[src/rtl/mod_updown_counter_param.sv]
// Parametrised up/down modulo counter with synchronous clear and parallel
// load. Wraps or saturates at either end. terminal/carry are combinational so
// that stages chain carry -> enable into multi-digit timers with no added delay.
// wrapped and load_err are registered one-cycle pulses.
module mod_updown_counter_param #(
    parameter int MAX_VALUE   = 9,
    parameter int SATURATE    = 0,
    parameter int RESET_VALUE = 0,
    localparam int W          = $clog2(MAX_VALUE + 1)
) (
    input  logic         clk,
    input  logic         reset_n,
    input  logic         enable,
    input  logic         up_down,
    input  logic         clear,
    input  logic         load,
    input  logic [W-1:0] load_value,
    output logic [W-1:0] Q,
    output logic         terminal,
    output logic         carry,
    output logic         wrapped,
    output logic         load_err
);

    // All compares and loads use the W-bit forms of the parameters.
    localparam logic [W-1:0] MAX_Q = W'(MAX_VALUE);
    localparam logic [W-1:0] RST_Q = W'(RESET_VALUE);
    localparam logic [W-1:0] ZERO_Q = '0;
    localparam logic [W-1:0] ONE_Q = W'(1);

    logic [W-1:0] q_reg;
    logic [W-1:0] q_next;
    logic         wrapped_reg;
    logic         wrapped_next;
    logic         load_err_reg;
    logic         load_err_next;

    logic         at_max;
    logic         at_zero;
    logic         q_illegal;

    assign at_max    = (q_reg == MAX_Q);
    assign at_zero   = (q_reg == ZERO_Q);
    assign q_illegal = (q_reg > MAX_Q);

    // Next-state selection: clear beats load, load beats enable, else hold.
    // The pulse flags default to 0 so they only last the cycle that sets them.
    always_comb begin
        q_next        = q_reg;
        wrapped_next  = 1'b0;
        load_err_next = 1'b0;
        if (clear) begin
            q_next = ZERO_Q;
        end else if (load) begin
            if (load_value > MAX_Q) begin
                q_next        = MAX_Q;
                load_err_next = 1'b1;
            end else begin
                q_next = load_value;
            end
        end else if (enable) begin
            if (q_illegal) begin
                // Spare codes above MAX_VALUE recover to zero on the next count.
                q_next = ZERO_Q;
            end else if (up_down) begin
                if (!at_max) begin
                    q_next = q_reg + ONE_Q;
                end else if (SATURATE == 0) begin
                    q_next       = ZERO_Q;
                    wrapped_next = 1'b1;
                end
            end else begin
                if (!at_zero) begin
                    q_next = q_reg - ONE_Q;
                end else if (SATURATE == 0) begin
                    q_next       = MAX_Q;
                    wrapped_next = 1'b1;
                end
            end
        end
    end

    // State registers; reset_n acts immediately, independent of clk.
    always_ff @(posedge clk or negedge reset_n) begin
        if (!reset_n) begin
            q_reg        <= RST_Q;
            wrapped_reg  <= 1'b0;
            load_err_reg <= 1'b0;
        end else begin
            q_reg        <= q_next;
            wrapped_reg  <= wrapped_next;
            load_err_reg <= load_err_next;
        end
    end

    // terminal looks at the end the counter is heading towards; carry is
    // asserted in saturate mode too so cascades keep a uniform behaviour.
    assign terminal = up_down ? at_max : at_zero;
    assign carry    = enable & terminal;
    assign Q        = q_reg;
    assign wrapped  = wrapped_reg;
    assign load_err = load_err_reg;

endmodule

[config.mk]
export PLATFORM = sky130hd
export DESIGN_NAME = mod_updown_counter_param
export DESIGN_NICKNAME = d
export VERILOG_FILES = /design/src/rtl/mod_updown_counter_param.sv
export SDC_FILE = /design/constraint.sdc
export NUM_CORES = 1
export LEC_CHECK = 0
export CORE_AREA = 3 3 40 42
export DETAILED_ROUTE_END_ITERATION = 6
export DIE_AREA = 0 0 43 45
export GPL_TIMING_DRIVEN = 0
export PLACE_DENSITY = 0.72
export SYNTH_ARGS = -nofsm -noshare
export SYNTH_HDL_FRONTEND = slang
export SYNTH_SLANG_ARGS = --single-unit
[constraint.sdc]
create_clock -name clk -period 1.7 [get_ports clk]
set_input_delay 0.51 -clock clk [delete_from_list [all_inputs] [get_ports clk]]
set_output_delay 0.51 -clock clk [all_outputs]
set_load 0.02 [all_outputs]
==> flow_metrics.env, run 1 <==
export IMPL_status="finished, violations left"
export IMPL_violations="setup timing"
export IMPL_crit_required_ps=1190
export IMPL_grt_pass1_wl_um=2028
export IMPL_skew_ps=0.3817
export IMPL_cts_buffer_depth=2
export IMPL_place_ws_ps=-1105
export IMPL_n_antenna_cell=0
export IMPL_clock_latency_ps=240
export IMPL_grt_max_degree=11
export IMPL_postSynthCellCount=53
export IMPL_initial_core_util_pct=37.10
export IMPL_utilization_pct=57.16
export IMPL_synth_distinct_cells=29
export IMPL_total_power_uw=473.6
export IMPL_port_buffers=16
export IMPL_crit_path_end_kind="output port"
export IMPL_setup_violations=2
export IMPL_p_leak_nw=0.3489
export IMPL_rsz0062_at_grt="true"
export IMPL_multi_input_area_um2=285.3
export IMPL_antenna_found_initial=0
export IMPL_syn_nets=63
export IMPL_pin_count=18
export IMPL_cts_sinks=6
export IMPL_min_period_ps=1907
export IMPL_cpPeakStageDelay_ps=430
export IMPL_reg2reg_depth=6
export IMPL_largest_reg_flops=4
export IMPL_overflow=0
export IMPL_r2r_start="Q[3]"
export IMPL_clk_pin_slew_ps=50
export IMPL_final_cell_mix="buf_4 (8), clkdlybuf4s50_1 (8), dfrtp_1 (5)"
export IMPL_drt_wl_total_um=1189
export IMPL_critPathLaunch="Q[0]"
export IMPL_hold_path_class="primary input to asynchronous set/reset pin"
export IMPL_powerDensity_nw_per_um2=644.8
export IMPL_die_area_um2=1935
export IMPL_seq_area_um2=151.4
export IMPL_yosysWarnings=0
export IMPL_crit_type="flop to output port"
export IMPL_synthToLayoutAreaGrowth_pct=54.07
export IMPL_critPathMaxFanout=4
export IMPL_viasPerCell=5.505
export IMPL_drt_initial_drc_count=7
export IMPL_cts_buffers=3
export IMPL_cts_root_buf="clkbuf_4"
export IMPL_grt_pass1_vias=471
export IMPL_drc=0
export IMPL_nets=89
export IMPL_core_um2=1285
export IMPL_dieHeight_um=45
export IMPL_vdd_ir_drop_max_mv=0.2726
export IMPL_cp_arrival_ps=1400
export IMPL_gp_congestion=0.7488
export IMPL_tightest_slew_ps=280.5
export IMPL_hold_viol=0
export IMPL_hpwlAfterDp_um=838.7
export IMPL_fp_row_count=13
export IMPL_nFillCells=129
export IMPL_synth_yosys_seq_area_share_pct=31.50
export IMPL_first_pass_iters=4
export IMPL_slew_viol_final=0
export IMPL_vias=512
export IMPL_crit_slowest_cell="dfrtp_2"
export IMPL_maxCapViolCount=0
export IMPL_hold_worst_slack_ps=508.6
export IMPL_grt_use_total_pct=14.26
export IMPL_die_width_um=43
export IMPL_postRouteAntennaNets=0
export IMPL_cp_start_kind="flop"
export IMPL_wl_per_cell_um=12.78
export IMPL_slew_headroom_pct=81.14
export IMPL_synth_top_area_share_pct=31.50
export IMPL_cts_tree="yes"
export IMPL_h_tree_depth=1
export IMPL_rrSetupSlack_ps=180
export IMPL_synth_top_area_cell="dfrtp_1"
export IMPL_reg2reg_to="Q[3]"
export IMPL_max_freq_mhz=524.3
export IMPL_drive_gt1_share_pct=29.49
export IMPL_path_cells="and2_4 -> mux2_4 -> and3_4 -> buf_6"
export IMPL_syn_avg_cell_area_um2=8.994
export IMPL_synthTopCellsByArea="dfrtp_1 (31%), buf_6 (4.7%), o21ai_0 (4.2%)"
export IMPL_period_share_pct=112.2
export IMPL_ys_ff_latch=6
export IMPL_finalSetupTns_ps=-397.0
export IMPL_netlist_area_um2=476.7
export IMPL_fin_ws_ps=-207.3
[through the flow]
step / cell area [um2] / instances
finish: 734.5 / 93
global route: 734.5 / 93
CTS: 721.9 / 92
detailed placement: 661.9 / 84
global placement: 661.9 / 84
floorplan: 483.0 / 53
[kinds of logic after synthesis]
group	synth area share, %
buffers and inverters	11.28
AOI/OAI and AO/OA	28.87
and+or+nand+nor	22.31
DFF	31.50
xor gates and xnor gates	3.675
muxes	2.362
[synth_stat cells]
cell type and instances:
and3_1 1, xnor2_1 2, a311o_1 1, a221oi_1 1
a311oi_1 1, o21ai_0 4, buf_4 2, inv_1 3
dfrtp_1 6, a311oi_2 1, a211o_1 1, o221ai_1 1
a31oi_1 2, buf_6 2, nand3b_1 2, a21oi_1 2
and2_2 1, clkbuf_2 1, nand2_1 3, a211oi_1 2
o21ai_1 1, mux2_2 1, nor2_1 4, nor2b_1 2
o31ai_1 2, and2_1 1, and4b_1 1, nor3b_1 1
nor4b_2 1
[power by group]
part	switching, mW	internal [mW]	total (mW)	leakage, nW
clock network	0.0542	0.0891	0.143	0.0150
logic	0.0831	0.0894	0.172	0.255
registers	0.00604	0.152	0.158	0.0787
[layer usage]
| metal | vias up | GRT usage, % | part of all wire [%] |
|---|---|---|---|
| li1 | 249 | - | - |
| met1 | 241 | 16.75 | 43 |
| met2 | 18 | 22.75 | 49 |
| met3 | 4 | 3.187 | 5.5 |
| met4 | 0 | 10.84 | 2.1 |
| met5 | - | 0 | 0 |
[final cells by class]
| cell class | instances | share of cell area (%) |
|---|---|---|
| flip-flops and latches | 6 | 20.61 |
| repair buffers | 21 | 27.09 |
| inverters | 3 | 1.533 |
| plain buffers | 5 | 5.792 |
| multi-input cells | 39 | 38.84 |
| clock buffers | 4 | 3.578 |
| well taps | 15 | 2.555 |
[worst max-delay path, delay by kind of cell (launching register included)]
kind	cells	cell delay (ps)
DFF	1	430
and+or+nand+nor	2	340
muxes	1	260
buffers and inverters	1	120
[worst max-delay path by stage]
stage,slack [ps],endpoint
final,-210,carry
after global routing,-250,carry
after CTS,-220,carry
after detailed placement,-1110,carry
after global placement,-1120,carry
after floorplan,10,terminal
[timing repair]
item / 4_1_cts / 5_1_grt
gates resized for setup: 23 / 2
hold endpoints to repair: 0 / 0
endpoints found under the setup margin: 9 / 4
hold buffers: 0 / 0
pin swaps: 1 / 1
setup buffers: 4 / 1
cloned: 0 / 0
Power figures use the tool's default switching activity.
==> run 2: changes to the inputs <==
--- a/config.mk
+++ b/config.mk
@@ -8,8 +8,10 @@
 export CORE_AREA = 3 3 40 42
 export DETAILED_ROUTE_END_ITERATION = 6
 export DIE_AREA = 0 0 43 45
+export DONT_BUFFER_PORTS = 1
 export GPL_TIMING_DRIVEN = 0
-export PLACE_DENSITY = 0.72
+export PLACE_DENSITY = 0.55
+export SLEW_MARGIN = 20
 export SYNTH_ARGS = -nofsm -noshare
 export SYNTH_HDL_FRONTEND = slang
 export SYNTH_SLANG_ARGS = --single-unit
==> run 2 against run 1 <==
Net effect:
- the flow still finishes with violations (setup timing)
- critical path depth down 1
- fmax up 0.45%
- sequential cell count unchanged
- setup slack better by 8.6 ps
- first-iteration DRC count up 14%
- register-to-register slack worse by 20 ps
- die area unchanged
- count of clock-buffer cells in the layout unchanged
- utilization down 14 points
- clock skew up 1.9 ps
- cell count down 20%
- non-clock buffer count down 19
==> flow_metrics.env, run 2 (synthesized netlist as in run 1, its figures left out) <==
export IMPL_slew_headroom_pct=81.26
export IMPL_core_um2=1285
export IMPL_cts_buffers=3
export IMPL_overflow=0
export IMPL_place_ws_ps=-18.17
export IMPL_max_freq_mhz=526.7
export IMPL_largest_reg_flops=4
export IMPL_clk_pin_slew_ps=50
export IMPL_dieHeight_um=45
export IMPL_nets=70
export IMPL_multi_input_area_um2=290.3
export IMPL_crit_type="flop to output port"
export IMPL_cts_root_buf="clkbuf_4"
export IMPL_seq_area_um2=152.6
export IMPL_postRouteAntennaNets=0
export IMPL_hold_path_class="primary input to flop"
export IMPL_drc=0
export IMPL_grt_max_degree=11
export IMPL_nFillCells=130
export IMPL_grt_use_total_pct=12.72
export IMPL_clock_latency_ps=250
export IMPL_fin_cells=74
export IMPL_final_cell_mix="dfrtp_1 (4), o21ai_0 (4)"
export IMPL_initial_core_util_pct=37.10
export IMPL_critPathMaxFanout=8
export IMPL_pin_count=18
export IMPL_wl_per_cell_um=14.30
export IMPL_drt_wl_total_um=1058
export IMPL_setup_violations=2
export IMPL_crit_path_end_kind="output port"
export IMPL_violations="setup timing"
export IMPL_synthToLayoutAreaGrowth_pct=17.32
export IMPL_n_antenna_cell=0
export IMPL_die_width_um=43
export IMPL_maxCapViolCount=0
export IMPL_dp_cells=68
export IMPL_port_buffers=0
export IMPL_vias=429
export IMPL_hold_viol=0
export IMPL_crit_required_ps=1190
export IMPL_grt_pass1_wl_um=1807
export IMPL_drt_initial_drc_count=8
export IMPL_vdd_ir_drop_max_mv=0.4400
export IMPL_powerDensity_nw_per_um2=758.3
export IMPL_cts_tree="yes"
export IMPL_cts_sinks=6
export IMPL_cp_start_kind="flop"
export IMPL_die_area_um2=1935
export IMPL_fp_row_count=13
export IMPL_fin_ws_ps=-198.7
export IMPL_status="finished, violations left"
export IMPL_cts_buffer_depth=2
export IMPL_slew_viol_final=0
export IMPL_h_tree_depth=1
export IMPL_viasPerCell=5.797
export IMPL_grt_pass1_vias=443
export IMPL_antenna_found_initial=0
export IMPL_cp_arrival_ps=1390
export IMPL_rsz0062_at_grt="true"
export IMPL_first_pass_iters=4
export IMPL_tightest_slew_ps=278.7
export IMPL_min_period_ps=1899
export IMPL_drive_gt1_share_pct=32.20
export IMPL_gp_congestion=0.6841
export IMPL_p_leak_nw=0.2235
export IMPL_skew_ps=2.233
export IMPL_period_share_pct=111.7
## run 2: changes by cell type in the layout (fill, tap and decap cells not counted), moves of 2 or more
cell / delta
clkdlybuf4s50_1: -8
buf_4: -5
dlymetal6s2s_1: -2
buf_6: -2
dlygate4sd2_1: -3
## run 2: metrics by stage
step | hold slack [ps] | cell area (um2) | util [%] | TNS (ps) | total power [mW]
after floorplan | 214.4 | 483.0 | - | 0 | 0.2531
after global placement | 214.6 | 501.7 | 39.05 | -14.42 | 0.2683
after detailed placement | 214.6 | 501.7 | 39.05 | -18.17 | 0.2686
after CTS | 309.2 | 556.8 | 43.33 | -422.2 | 0.4287
after global routing | 312.1 | 559.3 | 43.52 | -427.8 | 0.4472
final | 316.7 | 559.3 | 43.52 | -369.0 | 0.4241
## run 2: area by class of cell
type / count / area share (%)
Buffer: 5 / 7.606
Tap cell: 15 / 3.356
Clock buffer: 4 / 4.698
Timing Repair Buffer: 2 / 3.132
Sequential cell: 6 / 27.29
Inverter: 3 / 2.013
Multi-Input combinational cell: 39 / 51.90
## run 2: per-layer routing
| metal | track usage (%) | routed length [um] |
|---|---|---|
| met5 | 0 | 0 |
| met3 | 7.171 | 89 |
| met1 | 14.67 | 468 |
| met2 | 19.46 | 487 |
| met4 | 5.422 | 12 |
## run 2: path summary, 6_finish.rpt
check,start,to,slack [ps],depth (start not counted)
hold reg to reg,Q[0],Q[0],740,2
min in group asynchronous,reset_n,load_err,570,1
hold / removal,clear,Q[3],320,1
max in group asynchronous,reset_n,Q[0],910,1
setup reg to reg,Q[2],Q[3],160,5
setup / recovery,Q[0],carry,-200,3
## run 2: where the power goes
part	switching, mW	leakage, nW	internal (mW)
Combinational	0.0558	0.131	0.0529
Clock	0.0550	0.0150	0.0891
Sequential	0.0192	0.0772	0.152
## run 2: repair_timing
| item | CTS | global route |
|---|---|---|
| hold buffers | 1 | 0 |
| endpoints found under the setup margin | 2 | 2 |
| buffers inserted | 1 | 0 |
| pin swaps | 1 | 1 |
| gates resized for setup | 6 | 1 |
| hold endpoints to repair | 6 | 0 |
## run 2: worst max-delay path, stage by stage, from the launching register on
cell and delay [ps]:
dfrtp_2 490, and2_4 180, mux2_4 260, and3_4 210
==> run 3: changes to the inputs <==
--- a/config.mk
+++ b/config.mk
@@ -11,6 +11,7 @@
 export DONT_BUFFER_PORTS = 1
 export GPL_TIMING_DRIVEN = 0
 export PLACE_DENSITY = 0.55
+export SKIP_CTS_REPAIR_TIMING = 1
 export SLEW_MARGIN = 20
 export SYNTH_ARGS = -nofsm -noshare
 export SYNTH_HDL_FRONTEND = slang
==> run 3 against run 2 <==
Net effect:
- the run still ends with setup timing left
- first-iteration DRC count up 13%
- count of clock-buffer cells in the layout unchanged
- clock power about the same
- combinational power about the same
- clock skew down 0.50 ps
- register-to-register slack about the same
- critical endpoint unchanged
==> flow_metrics.env, run 3 (synthesized netlist as in run 1, its figures left out) <==
export IMPL_p_leak_nw=0.2235
export IMPL_vdd_ir_drop_max_mv=0.4399
export IMPL_period_share_pct=112.2
export IMPL_grt_max_degree=11
export IMPL_drt_wl_total_um=1053
export IMPL_cts_buffer_depth=2
export IMPL_holdCritStartpoint="clear"
export IMPL_crit_family="flip-flops"
export IMPL_fp_row_count=13
export IMPL_drt_initial_drc_count=9
export IMPL_placed_area_um2=501.7
export IMPL_drive_gt1_share_pct=32.20
export IMPL_min_period_ps=1908
export IMPL_final_cell_mix="dfrtp_1 (4), o21ai_0 (4)"
export IMPL_initial_core_util_pct=37.10
export IMPL_fin_area_um2=559.3
export IMPL_place_ws_ps=-18.17
export IMPL_fin_ws_ps=-208.1
export IMPL_first_pass_iters=2
export IMPL_dp_cells=68
export IMPL_cts_sinks=6
export IMPL_dieHeight_um=45
export IMPL_fin_cells=74
export IMPL_cts_buffers=3
export IMPL_tightest_slew_ps=285.1
export IMPL_worstPathBufferInverterCount=0
export IMPL_cp_start_kind="flop"
export IMPL_cts_root_buf="clkbuf_4"
export IMPL_gp_congestion=0.6841
export IMPL_die_width_um=43
export IMPL_vias=420
export IMPL_critPathMaxFanout=8
export IMPL_grt_pass1_wl_um=1718
export IMPL_clk_pin_slew_ps=50
export IMPL_hold_viol=0
export IMPL_crit_required_ps=1190
export IMPL_synthToLayoutAreaGrowth_pct=17.32
export IMPL_wl_per_cell_um=14.23
export IMPL_total_power_uw=424.7
export IMPL_crit_slowest_cell="dfrtp_2"
export IMPL_rsz0062_at_grt="true"
export IMPL_powerDensity_nw_per_um2=759.3
export IMPL_largest_reg_flops=4
export IMPL_path_cells="and2_4 -> mux2_4 -> and3_4"
export IMPL_skew_ps=1.730
export IMPL_violations="setup timing"
export IMPL_crit_type="flop to output port"
export IMPL_critPathLaunch="Q[0]"
export IMPL_n_antenna_cell=0
export IMPL_antenna_found_initial=0
export IMPL_cpPeakStageDelay_ps=490
export IMPL_clock_latency_ps=250
export IMPL_die_area_um2=1935
export IMPL_slew_headroom_pct=80.83
export IMPL_r2r_start="Q[2]"
export IMPL_crit_path_end_kind="output port"
export IMPL_hold_path_class="primary input to flop"
export IMPL_cp_arrival_ps=1400
export IMPL_status="finished, violations left"
export IMPL_pin_count=18
export IMPL_utilization_pct=43.52
export IMPL_core_um2=1285
export IMPL_setup_violations=2
export IMPL_max_freq_mhz=524.1
export IMPL_maxCapViolCount=0
export IMPL_cts_tree="yes"
export IMPL_nets=70
export IMPL_grt_pass1_vias=425
export IMPL_port_buffers=0
export IMPL_h_tree_depth=1
export IMPL_drc=0
export IMPL_postRouteAntennaNets=0
export IMPL_viasPerCell=5.676
export IMPL_grt_use_total_pct=12.22
export IMPL_slew_viol_final=0
export IMPL_overflow=0
[run 3: worst paths after layout]
kind | slack [ps] | depth (start not counted) | endpoint
worst max register to register | 160 | 5 | Q[3]
max in group asynchronous | 900 | 1 | Q[0]
worst min-delay path | 320 | 1 | Q[3]
worst max-delay path | -210 | 3 | carry
min in group asynchronous | 570 | 1 | load_err
worst min register to register | 740 | 2 | Q[0]
[run 3: through the flow]
| step | setup TNS, ps | hold slack [ps] |
|---|---|---|
| 5_1_grt | -452.4 | 312.1 |
| 3_5_place_dp | -18.17 | 214.6 |
| 2_1_floorplan | 0 | 214.4 |
| 6_report | -387.9 | 315.8 |
| 3_3_place_gp | -14.42 | 214.6 |
| 4_1_cts | -550.2 | -51.55 |
[run 3: area by class of cell]
type | count | area [um2]
inverter | 3 | 11.26
clock buffer | 4 | 26.28
fill | 130 | 725.7
buffer | 5 | 42.54
sequential | 6 | 152.6
tap | 15 | 18.77
multi-input combinational | 39 | 290.3
timing repair buffer | 2 | 17.52
[run 3: power by group]
group | leakage [nW] | total, mW | internal (mW) | switching (mW)
Sequential | 0.0772 | 0.171 | 0.152 | 0.0192
Combinational | 0.131 | 0.108 | 0.0529 | 0.0555
Clock | 0.0150 | 0.145 | 0.0892 | 0.0558
[run 3: per-layer routing]
metal / vias up / share of wire [%] / GRT usage, %
li1: 211 / - / -
met2: 15 / 46 / 18.86
met4: 0 / 1.1 / 5.422
met1: 192 / 45 / 13.45
met3: 2 / 8.0 / 7.570
met5: - / 0 / 0
